--- src/rtl/i2c_pin_filter.sv ---
// Synchronises raw SCL/SDA pad inputs, rejects spikes of up to filt_cycles_i sampled cycles,
// and emits registered edge, START/STOP and glitch-rejected strobes alongside the clean levels.
module i2c_pin_filter #(
   parameter int SyncStages = 2,
   parameter int FiltW      = 4
) (
   input  logic             clk_i,
   input  logic             rst_ni,
   input  logic             enable_i,
   input  logic [FiltW-1:0] filt_cycles_i,
   input  logic             scl_pad_i,
   input  logic             sda_pad_i,
   output logic             scl_o,
   output logic             sda_o,
   output logic             scl_rise_o,
   output logic             scl_fall_o,
   output logic             sda_rise_o,
   output logic             sda_fall_o,
   output logic             start_det_o,
   output logic             stop_det_o,
   output logic             scl_glitch_o,
   output logic             sda_glitch_o
);

   localparam logic [FiltW-1:0] CntOne = FiltW'(1);

   // Index 0 carries SCL, index 1 carries SDA throughout.
   logic [SyncStages-1:0] r_sync [2];
   logic [FiltW-1:0]      r_cnt  [2];
   logic [1:0]            r_stable;
   logic [1:0]            r_rise;
   logic [1:0]            r_fall;
   logic [1:0]            r_glitch;
   logic                  r_start;
   logic                  r_stop;

   logic [1:0]            w_pad;
   logic [1:0]            w_sync;
   logic [1:0]            w_diff;
   logic [1:0]            w_upd;
   logic [1:0]            w_glitch;
   logic                  w_start;
   logic                  w_stop;

   assign w_pad = {sda_pad_i, scl_pad_i};

   for (genvar g = 0; g < 2; g++) begin : g_line
      assign w_sync[g]   = r_sync[g][SyncStages-1];
      assign w_diff[g]   = w_sync[g] != r_stable[g];
      // >= rather than == so a threshold lowered mid-count releases at once.
      assign w_upd[g]    = w_diff[g] && (r_cnt[g] >= filt_cycles_i);
      assign w_glitch[g] = !w_diff[g] && (r_cnt[g] != '0);
   end

   // SCL must be holding high and not itself moving for SDA to qualify as START/STOP.
   assign w_start = w_upd[1] && !w_sync[1] && r_stable[0] && !w_upd[0];
   assign w_stop  = w_upd[1] &&  w_sync[1] && r_stable[0] && !w_upd[0];

   always_ff @(posedge clk_i or negedge rst_ni) begin
      if (!rst_ni) begin
         for (int g = 0; g < 2; g++) begin
            r_sync[g] <= '1;
         end
      end else begin
         for (int g = 0; g < 2; g++) begin
            r_sync[g] <= {r_sync[g][SyncStages-2:0], w_pad[g]};
         end
      end
   end

   always_ff @(posedge clk_i or negedge rst_ni) begin
      if (!rst_ni) begin
         r_stable <= 2'b11;
         r_rise   <= 2'b00;
         r_fall   <= 2'b00;
         r_glitch <= 2'b00;
         r_start  <= 1'b0;
         r_stop   <= 1'b0;
         for (int g = 0; g < 2; g++) begin
            r_cnt[g] <= '0;
         end
      end else if (!enable_i) begin
         r_stable <= 2'b11;
         r_rise   <= 2'b00;
         r_fall   <= 2'b00;
         r_glitch <= 2'b00;
         r_start  <= 1'b0;
         r_stop   <= 1'b0;
         for (int g = 0; g < 2; g++) begin
            r_cnt[g] <= '0;
         end
      end else begin
         r_rise   <= w_upd &  w_sync;
         r_fall   <= w_upd & ~w_sync;
         r_glitch <= w_glitch;
         r_start  <= w_start;
         r_stop   <= w_stop;
         for (int g = 0; g < 2; g++) begin
            if (w_upd[g]) begin
               r_stable[g] <= w_sync[g];
               r_cnt[g]    <= '0;
            end else if (w_diff[g]) begin
               r_cnt[g]    <= r_cnt[g] + CntOne;
            end else begin
               r_cnt[g]    <= '0;
            end
         end
      end
   end

   assign scl_o        = r_stable[0];
   assign sda_o        = r_stable[1];
   assign scl_rise_o   = r_rise[0];
   assign scl_fall_o   = r_fall[0];
   assign sda_rise_o   = r_rise[1];
   assign sda_fall_o   = r_fall[1];
   assign start_det_o  = r_start;
   assign stop_det_o   = r_stop;
   assign scl_glitch_o = r_glitch[0];
   assign sda_glitch_o = r_glitch[1];

endmodule
--- config.mk ---
export PLATFORM = sky130hd
export DESIGN_NAME = i2c_pin_filter
export DESIGN_NICKNAME = d
export VERILOG_FILES = /design/src/rtl/i2c_pin_filter.sv
export SDC_FILE = /design/constraint.sdc
export NUM_CORES = 1
export LEC_CHECK = 0
export ABC_AREA = 0
export BUFFER_PORTS_ARGS = -buffer_cell sky130_fd_sc_hd__buf_2
export CAP_MARGIN = 20
export CORE_UTILIZATION = 54
export DETAILED_ROUTE_END_ITERATION = 10
export HOLD_SLACK_MARGIN = 0.08
export PLACE_DENSITY = 0.75
export SLEW_MARGIN = 40
export SYNTH_ARGS = -nofsm -noshare
export SYNTH_HDL_FRONTEND = slang
export SYNTH_SLANG_ARGS = --single-unit
--- constraint.sdc ---
create_clock -name clk_i -period 1.98 [get_ports clk_i]
set_clock_uncertainty 0.05 [all_clocks]
set_input_delay 0 -clock clk_i [delete_from_list [all_inputs] [get_ports clk_i]]
set_output_delay 0 -clock clk_i [all_outputs]
set_load 0.01 [all_outputs]
Word-level counts from Yosys, hierarchy flattened
Cells that the tools add are included.

word-level totals
  bits in writable memories = 0
  ROM bits = 0
  memories = 0
  bits in latches = 0
  register bits after elaboration = 22
  word-level logic and storage cells = 51
  output and inout bits = 10

operators by class
  $add $sub $neg = 2
  bitwise gates (word level) = 3
  equal/unequal tests = 4
  muxes and demuxes = 13
  divide/modulo/power cells = 0
  reductions and logical operators = 16
  order comparisons = 2
  shift operators = 0
  multipliers = 0

operator list
  operator               number
  $mux W4                4
  $logic_and A1 B1 Y1    10
  $add A4 B1 Y4 const B  2
  $ge A4 B4 Y1           2
  $mux W2                4
  $mux W8                1
  $reduce_bool A4 Y1     2
  $and A2 B2 Y2          2
  $logic_not A1 Y1       4
  $mux W1                4
  $ne A2 B1 Y1 const B   2
  $ne A1 B1 Y1           2
  $not A2 Y2             1

Longest topological paths before layout
Gate-level depths: netlist of the first run.

  depth in word-level cells = 6
  depth in mapped cells = 6
  depth with buffers taken out = 6

Worst setup path after synthesis of the first run
OpenSTA, ideal clock, no wires.

  path type = register to register
  start point = register r_cnt[0] (netlist name)
  end point = register r_stop (netlist: stop_det_o)
  path slack = 0.284 ns
  stages on the path, launching flop included = 7
  required time = 1.809 ns
  arrival time = 1.525 ns
  path through = dfrtp_1 > inv_1 > ha_1 > nand2b_4 > a2111oi_4 > nor2_1 > and4bb_2

between the ends
  longest elaborated chain between the ends = 6

RTL lines
  what                               line  source
  from (decl)                        29    logic [FiltW-1:0] r_cnt [2];
  from (signal, indexed assignment)  103   r_cnt[g] <= r_cnt[g] + CntOne;
  $ge A4 B4 Y1                       51    assign w_upd[g] = w_diff[g] && (r_cnt[g] >= filt_cycles_i);
  $logic_and A1 B1 Y1                51
  $logic_and A1 B1 Y1 (3 in a row)   57    assign w_stop = w_upd[1] && w_sync[1] && r_stable[0] && !w_upd[0];
  $mux W1                            82    end else if (!enable_i) begin
  to (signal assigned)               97    r_stop <= w_stop;
  to (decl)                          35    logic r_stop;

No other way between the ends.
A chain may end at the register's enable or synchronous reset.

Worst setup path after layout of the first run
Same ends and word-level chain as after synthesis.

==> parameters.txt, run 1 <==
Parameter                              Value

Flow run
  Max-cap check violation count    0

GRT
  Total Routing Usage GR    19.8%
  Met3 usage    3.46%
  Number of antenna violations at the first check in global routing    0
  Gr ovfl total    0
  Wire length of the first global-routing pass    2940 µm
  Number of global-route vias before repair    711
  Maximum number of pins on one net before global-route repair    23
  Global Route met2 Usage    30.4%
  Busiest grt layer    met2
  Met1 routing resource usage after global routing    25.8%

Clock tree
  Maximum root-to-sink buffer count    2
  Clock-pin transition on the worst setup and hold timing paths    0.12 ns
  Number of cells upsized or downsized after cts    0
  Clock tree from TritonCTS    yes
  H-tree depth    1
  Worst skew pair latency    0.30 ns
  Count of clock tree sinks    22
  Num CTS Buffers    3
  Clock Root Buffer    clkbuf_4

Worst setup path
  R2R setup slack    0.13 ns
  Worst-path cell with the longest stage delay    dfrtp_1
  Critical Path Source Type    flop
  Reg-to-reg startpoint    r_cnt[0]
  Reg-to-reg endpoint    stop_det_o
  Required @ worst endpoint    2.14 ns
  Cell chain of the critical path    inv_1 > ha_1 > nand2b_4 > a2111oi_4 > nor2_1 > and4bb_2
  Data arrival time of the critical path    2.00 ns
  CP max FO    4
  Element type at the critical path end    flop
  Slowest cell delay on critical path    0.42 ns
  Worst-case reg-to-reg path depth    6
  Start-to-end type of the worst setup path    flop to flop
  Worst setup path end    stop_det_o
  Timing startpoint of the critical path    r_cnt[0]

Floorplanning
  X dimension of the die    47.3 µm
  Core footprint    1940 µm²
  Initial Utilization    57.0%
  Height of the die    47.3 µm
  Number of top-level design ports    19
  Site Rows    16
  Die Footprint    2240 µm²

Synth
  Area share of the leading cell type in the synthesized netlist    36.2%
  Post-synthesis cell area    1110 µm²
  Count of unique library cells instantiated by Yosys    24
  Synth area leader    dfrtp_1
  Synthesis warning total    0
  #FFs+latches synth    22
  Mean instance size in the synthesized netlist    11.5 µm²
  Number of instances in the synthesized netlist    96
  Net Count, Synth    117
  Leading cell types by total area after synthesis    dfrtp_1 (36%), dfstp_2 (14%), ha_1 (14%)
  Post-synthesis sequential area ratio    50.4%

Drt
  Number of nets with antenna violations after detailed routing    0
  WL final    1910 µm
  Drt first pass iters    4
  Via count of the routed design    736
  Violation count after the first detailed-routing iteration    7
  Average vias per placed instance    4.91
  Routed wire per std cell    12.8 µm
  Remaining DRCs    0

Pwr
  Static leakage    0.678 nW
  Cell Pwr Density    710 nW/µm²
  Max VDD drop    0.743 mV

STA
  Slew at the pin closest to its max-slew limit    0.483 ns
  Crit share post-route    93.3%
  Final setup TNS    0 ns
  Endpoints failing hold    0
  Final setup violation count    0
  RSZ-0062 raised after global routing    false
  Worst max-slew margin expressed relative to the limit    67.8%
  Maximum achievable frequency    0.541 GHz
  Minimum clock period after layout    1.85 ns
  Max-slew violation count    0

Cells and area
  Layout Area Growth over Synthesis    20.6%
  Most common cell after layout, fill and taps aside    buf_2
  Count of filler cells inserted in the layout    154
  Commonest cells after routing, fill and taps aside    buf_2 (18), dfrtp_1 (16), nor2_1 (13), ha_1 (12), inv_1 (9)
  Finished Core Util    68.8%
  Net count reported at finish    145
  Ant. Diodes    0
  Layout Cells excl Fill    150
  Fraction of layout cells with a size suffix above 1    31.7%

Placed design
  Dpl hpwl    1460 µm
  Number of cells in the design after placement    140
  Number of buffers inserted by port buffering    18
  Final estimated routing congestion in global placement    0.751

Status
  Outcome    finished clean

Min path
  Hold/Removal Path Class    input port to asynchronous set/reset pin
layout make-up:
cell class | count | area [µm²] | share of cell area, %
clock inverter | 1 | 30.0 | 2.25
clock buffer | 3 | 22.5 | 1.69
multi-input combinational | 64 | 512 | 38.3
tap | 27 | 33.8 | 2.53
sequential | 22 | 558 | 41.8
inverter | 9 | 33.8 | 2.53
timing repair buffer | 24 | 145 | 10.9
routing by layer:
metal / up-vias / wire, µm
met5: - / 0
met4: 0 / 36
met3: 5 / 56
met2: 16 / 926
met1: 342 / 894
li1: 373 / -
flip-flops by register name, summed over array words and instances (netlist names):
signal / flops
r_stable: 2
r_rise: 2
r_sync: 4
r_cnt: 8
stop_det_o: 1
r_fall: 2
start_det_o: 1
r_glitch: 2
report_power, final:
part           leakage, nW  internal (mW)  total [mW]  switching, mW
sequential           0.284          0.469       0.481         0.0117
combinational        0.366         0.0648       0.130         0.0649
clock               0.0279          0.205       0.338          0.133
worst min-delay path by stage:
stage | endpoint | slack [ns] | depth (start not counted)
2_1_floorplan | r_cnt[0] | -0.35 | 0
3_3_place_gp | r_glitch[0] | -0.07 | 1
3_5_place_dp | r_glitch[0] | -0.06 | 1
4_1_cts | r_cnt[2] | 0.12 | 2
5_1_grt | r_glitch[0] | 0.16 | 2
6_report | r_cnt[7] | 0.12 | 2
critical path: cells and delay by family (launching register included):
| kind | cells | cell delay, ns |
|---|---|---|
| fa+ha+maj | 1 | 0.27 |
| flops | 1 | 0.42 |
| compound gates | 1 | 0.38 |
| simple gates | 3 | 0.53 |
| buf+inv | 1 | 0.09 |
repair_timing:
item	in CTS	in global routing
setup endpoints to repair	0	6
buffers inserted	0	2
hold buffers	4	0
hold endpoints to repair	35	0
cell usage after synthesis, drive strengths merged:
cell / number
a2111oi: 2
a21oi: 3
and3: 3
and4bb: 2
clkbuf: 1
dfrtp: 16
dfstp: 6
ha: 12
inv: 9
mux2i: 1
nand2: 4
nand2b: 2
nand3: 3
nor2: 13
nor2b: 5
nor3: 1
nor4: 1
o211ai: 1
o21ai: 2
or2: 3
or3b: 1
xnor2: 3
xor2: 2
stage by stage:
stage	hold slack, ns	power [mW]	instance area, µm²	setup WS (ns)
after floorplan	-0.346	0.570	1110	0.284
after global placement	-0.0677	0.603	1230	0.162
after detailed placement	-0.0609	0.608	1230	0.113
after CTS	0.119	0.957	1320	0.0735
after global routing	0.163	0.993	1340	0.00625
final	0.123	0.948	1340	0.133
kinds of logic after synthesis:
family | after synthesis | synth area share (%)
and+or+nand+nor | 38 | 19.9
DFF | 22 | 50.4
adders and majority gates | 12 | 13.6
buffers and inverters | 10 | 3.39
AOI/OAI and AO/OA | 8 | 7.91
xor gates and xnor gates | 5 | 3.96
muxes | 1 | 0.904
No activity file was read; power rests on OpenSTA's default activity.
==> run 2, diff against run 1 <==
--- a/config.mk
+++ b/config.mk
@@ -8,6 +8,7 @@
 export ABC_AREA = 0
 export BUFFER_PORTS_ARGS = -buffer_cell sky130_fd_sc_hd__buf_2
 export CAP_MARGIN = 20
+export CORE_MARGIN = 5
 export CORE_UTILIZATION = 54
 export DETAILED_ROUTE_END_ITERATION = 10
 export HOLD_SLACK_MARGIN = 0.08
==> run 2 against run 1 <==
Effect of this change: critical endpoint unchanged; power shrank 0.13%; utilization down 1.5 points; clock-buffer cell count unchanged; combinational power about the same.
==> parameters.txt, run 2 (synthesized netlist as in run 1, its figures left out) <==
Parameter                              Value

Drt
  Average vias per placed instance    5.06 (was 4.91)
  Wire length on met2    1070 µm (was 926 µm)
  Via count of the routed design    749 (was 736)
  Met3 wire length    79 µm (was 56 µm)
  Violation count after the first detailed-routing iteration    12 (was 7)
  WL final    2090 µm (was 1910 µm)
  Remaining DRCs    0 (unchanged)
  Highest Signal Layer    met4 (unchanged)
  Drt first pass iters    4 (unchanged)
  Met1 WL    894 µm (unchanged)
  Routed wire per std cell    14.1 µm (was 12.8 µm)
  Number of nets with antenna violations after detailed routing    0 (unchanged)

STA
  Minimum clock period after layout    1.86 ns (was 1.85 ns)
  Final setup TNS    0 ns (unchanged)
  Crit share post-route    94.1% (was 93.3%)
  Endpoints failing hold    0 (unchanged)
  Slew at the pin closest to its max-slew limit    0.475 ns (was 0.483 ns)
  Post-route worst setup slack    0.117 ns (was 0.133 ns)
  Worst max-slew margin expressed relative to the limit    68.3% (was 67.8%)
  Maximum achievable frequency    0.537 GHz (was 0.541 GHz)
  Final setup violation count    0 (unchanged)
  Max-slew violation count    0 (unchanged)
  RSZ-0062 raised after global routing    false (unchanged)

Floorplanning
  X dimension of the die    55.3 µm (was 47.3 µm)
  Site Rows    16 (unchanged)
  Die Footprint    3060 µm² (was 2240 µm²)
  Height of the die    55.3 µm (was 47.3 µm)
  Number of top-level design ports    19 (unchanged)
  Core footprint    1960 µm² (was 1940 µm²)
  Initial Utilization    56.4% (was 57.0%)

Clock tree
  Clock tree from TritonCTS    yes (unchanged)
  Clock Root Buffer    clkbuf_4 (unchanged)
  Count of clock tree sinks    22 (unchanged)
  Clock-pin transition on the worst setup and hold timing paths    0.12 ns (about the same)
  Worst skew pair latency    0.30 ns (about the same)
  H-tree depth    1 (unchanged)
  Num CTS Buffers    3 (unchanged)
  Maximum root-to-sink buffer count    2 (unchanged)

Cells and area
  Commonest cells after routing, fill and taps aside    buf_2 (18), dfrtp_1 (16), nor2_1 (13), ha_1 (12), inv_1 (9) (unchanged)
  Layout Area Growth over Synthesis    19.2% (was 20.6%)
  Top flop regs    r_cnt x8, r_sync x4 (unchanged)
  Flip-flop count of the largest register, all copies and words added    8 (unchanged)
  Most common cell after layout, fill and taps aside    buf_2 (unchanged)
  Ant. Diodes    0 (unchanged)
  Net count reported at finish    143 (was 145)
  Count of filler cells inserted in the layout    159 (was 154)
  Most flop-heavy register    r_cnt (unchanged)
  Fraction of layout cells with a size suffix above 1    30.6% (was 31.7%)
  Layout Cells excl Fill    148 (was 150)

GRT
  Number of antenna violations at the first check in global routing    0 (unchanged)
  Gr ovfl total    0 (unchanged)
  Wire length of the first global-routing pass    3680 µm (was 2940 µm)
  Maximum number of pins on one net before global-route repair    23 (unchanged)
  Number of global-route vias before repair    803 (was 711)
  Total Routing Usage GR    15.2% (was 19.8%)

Worst setup path
  Critical Path Source Type    flop (unchanged)
  Required @ worst endpoint    2.14 ns (about the same)
  Data arrival time of the critical path    2.02 ns (was 2.00 ns)
  Element type at the critical path end    flop (unchanged)
  CP max FO    4 (unchanged)
  Start-to-end type of the worst setup path    flop to flop (unchanged)

Placed design
  Number of buffers inserted by port buffering    18 (unchanged)
  Post-Place Worst Slack    0.131 ns (was 0.113 ns)
  Final estimated routing congestion in global placement    0.775 (was 0.751)
  Number of cells in the design after placement    140 (unchanged)
  Dpl hpwl    1520 µm (was 1460 µm)

Pwr
  Cell Pwr Density    718 nW/µm² (was 710 nW/µm²)
  Max VDD drop    0.486 mV (was 0.743 mV)
  Tot Pwr    0.947 mW (was 0.948 mW)
  Static leakage    0.668 nW (was 0.678 nW)

Status
  Outcome    finished clean (unchanged)

Min path
  Hold/Removal Path Class    input port to asynchronous set/reset pin (unchanged)

Flow run
  Max-cap check violation count    0 (unchanged)
[run 2: layout make-up]
cell class / count / area [µm²] / area share (%)
clock buffer: 3 / 22.5 / 1.71
multi-input combinational: 64 / 512 / 38.8
clock inverter: 1 / 30.0 / 2.27
inverter: 9 / 33.8 / 2.56
tap: 27 / 33.8 / 2.56
sequential: 22 / 558 / 42.3
timing repair buffer: 22 / 130 / 9.86
[run 2: per-layer routing]
metal	track usage (%)	vias up
met5	0	-
met4	9.03	0
met3	3.50	6
met2	25.5	17
met1	17.6	356
li1	-	370
[run 2: critical path, stage by stage, from the launching register on]
cell,delay (ns)
dfrtp_1,0.42
inv_1,0.09
ha_1,0.27
nand2b_4,0.15
a2111oi_4,0.39
nor2_1,0.15
and4bb_2,0.25
[run 2: through the flow]
| stage | utilization [%] | cell area (µm²) | hold WS, ns |
|---|---|---|---|
| after floorplan | - | 1110 | -0.346 |
| after global placement | 62.6 | 1230 | -0.0703 |
| after detailed placement | 62.6 | 1230 | -0.0674 |
| after CTS | 67.3 | 1320 | 0.124 |
| after global routing | 67.3 | 1320 | 0.178 |
| final | 67.3 | 1320 | 0.122 |
[run 2: worst paths after layout]
check                            startpoint     endpoint  slack, ns  cells after the start
max                                r_cnt[0]   stop_det_o       0.12                      6
min                                  rst_ni     r_cnt[6]       0.12                      2
max reg2reg                        r_cnt[0]   stop_det_o       0.12                      6
min reg2reg                       r_sync[0]    r_sync[1]       0.31                      0
max in group asynchronous            rst_ni    r_sync[0]       1.41                      2
min in group clk_i         filt_cycles_i[3]  r_stable[1]       0.26                      6
[run 2: power breakdown]
part / switching, mW / leakage (nW) / total [mW] / internal (mW)
Combinational: 0.0665 / 0.356 / 0.128 / 0.0617
Sequential: 0.0116 / 0.284 / 0.481 / 0.469
Clock: 0.134 / 0.0279 / 0.338 / 0.204
[run 2: what timing repair did]
item | in CTS | in global routing
endpoints found under the hold margin | 32 | 0
setup endpoints to repair | 0 | 10
hold buffers | 4 | 0
gates resized for setup | 0 | 1
setup buffers | 0 | 0
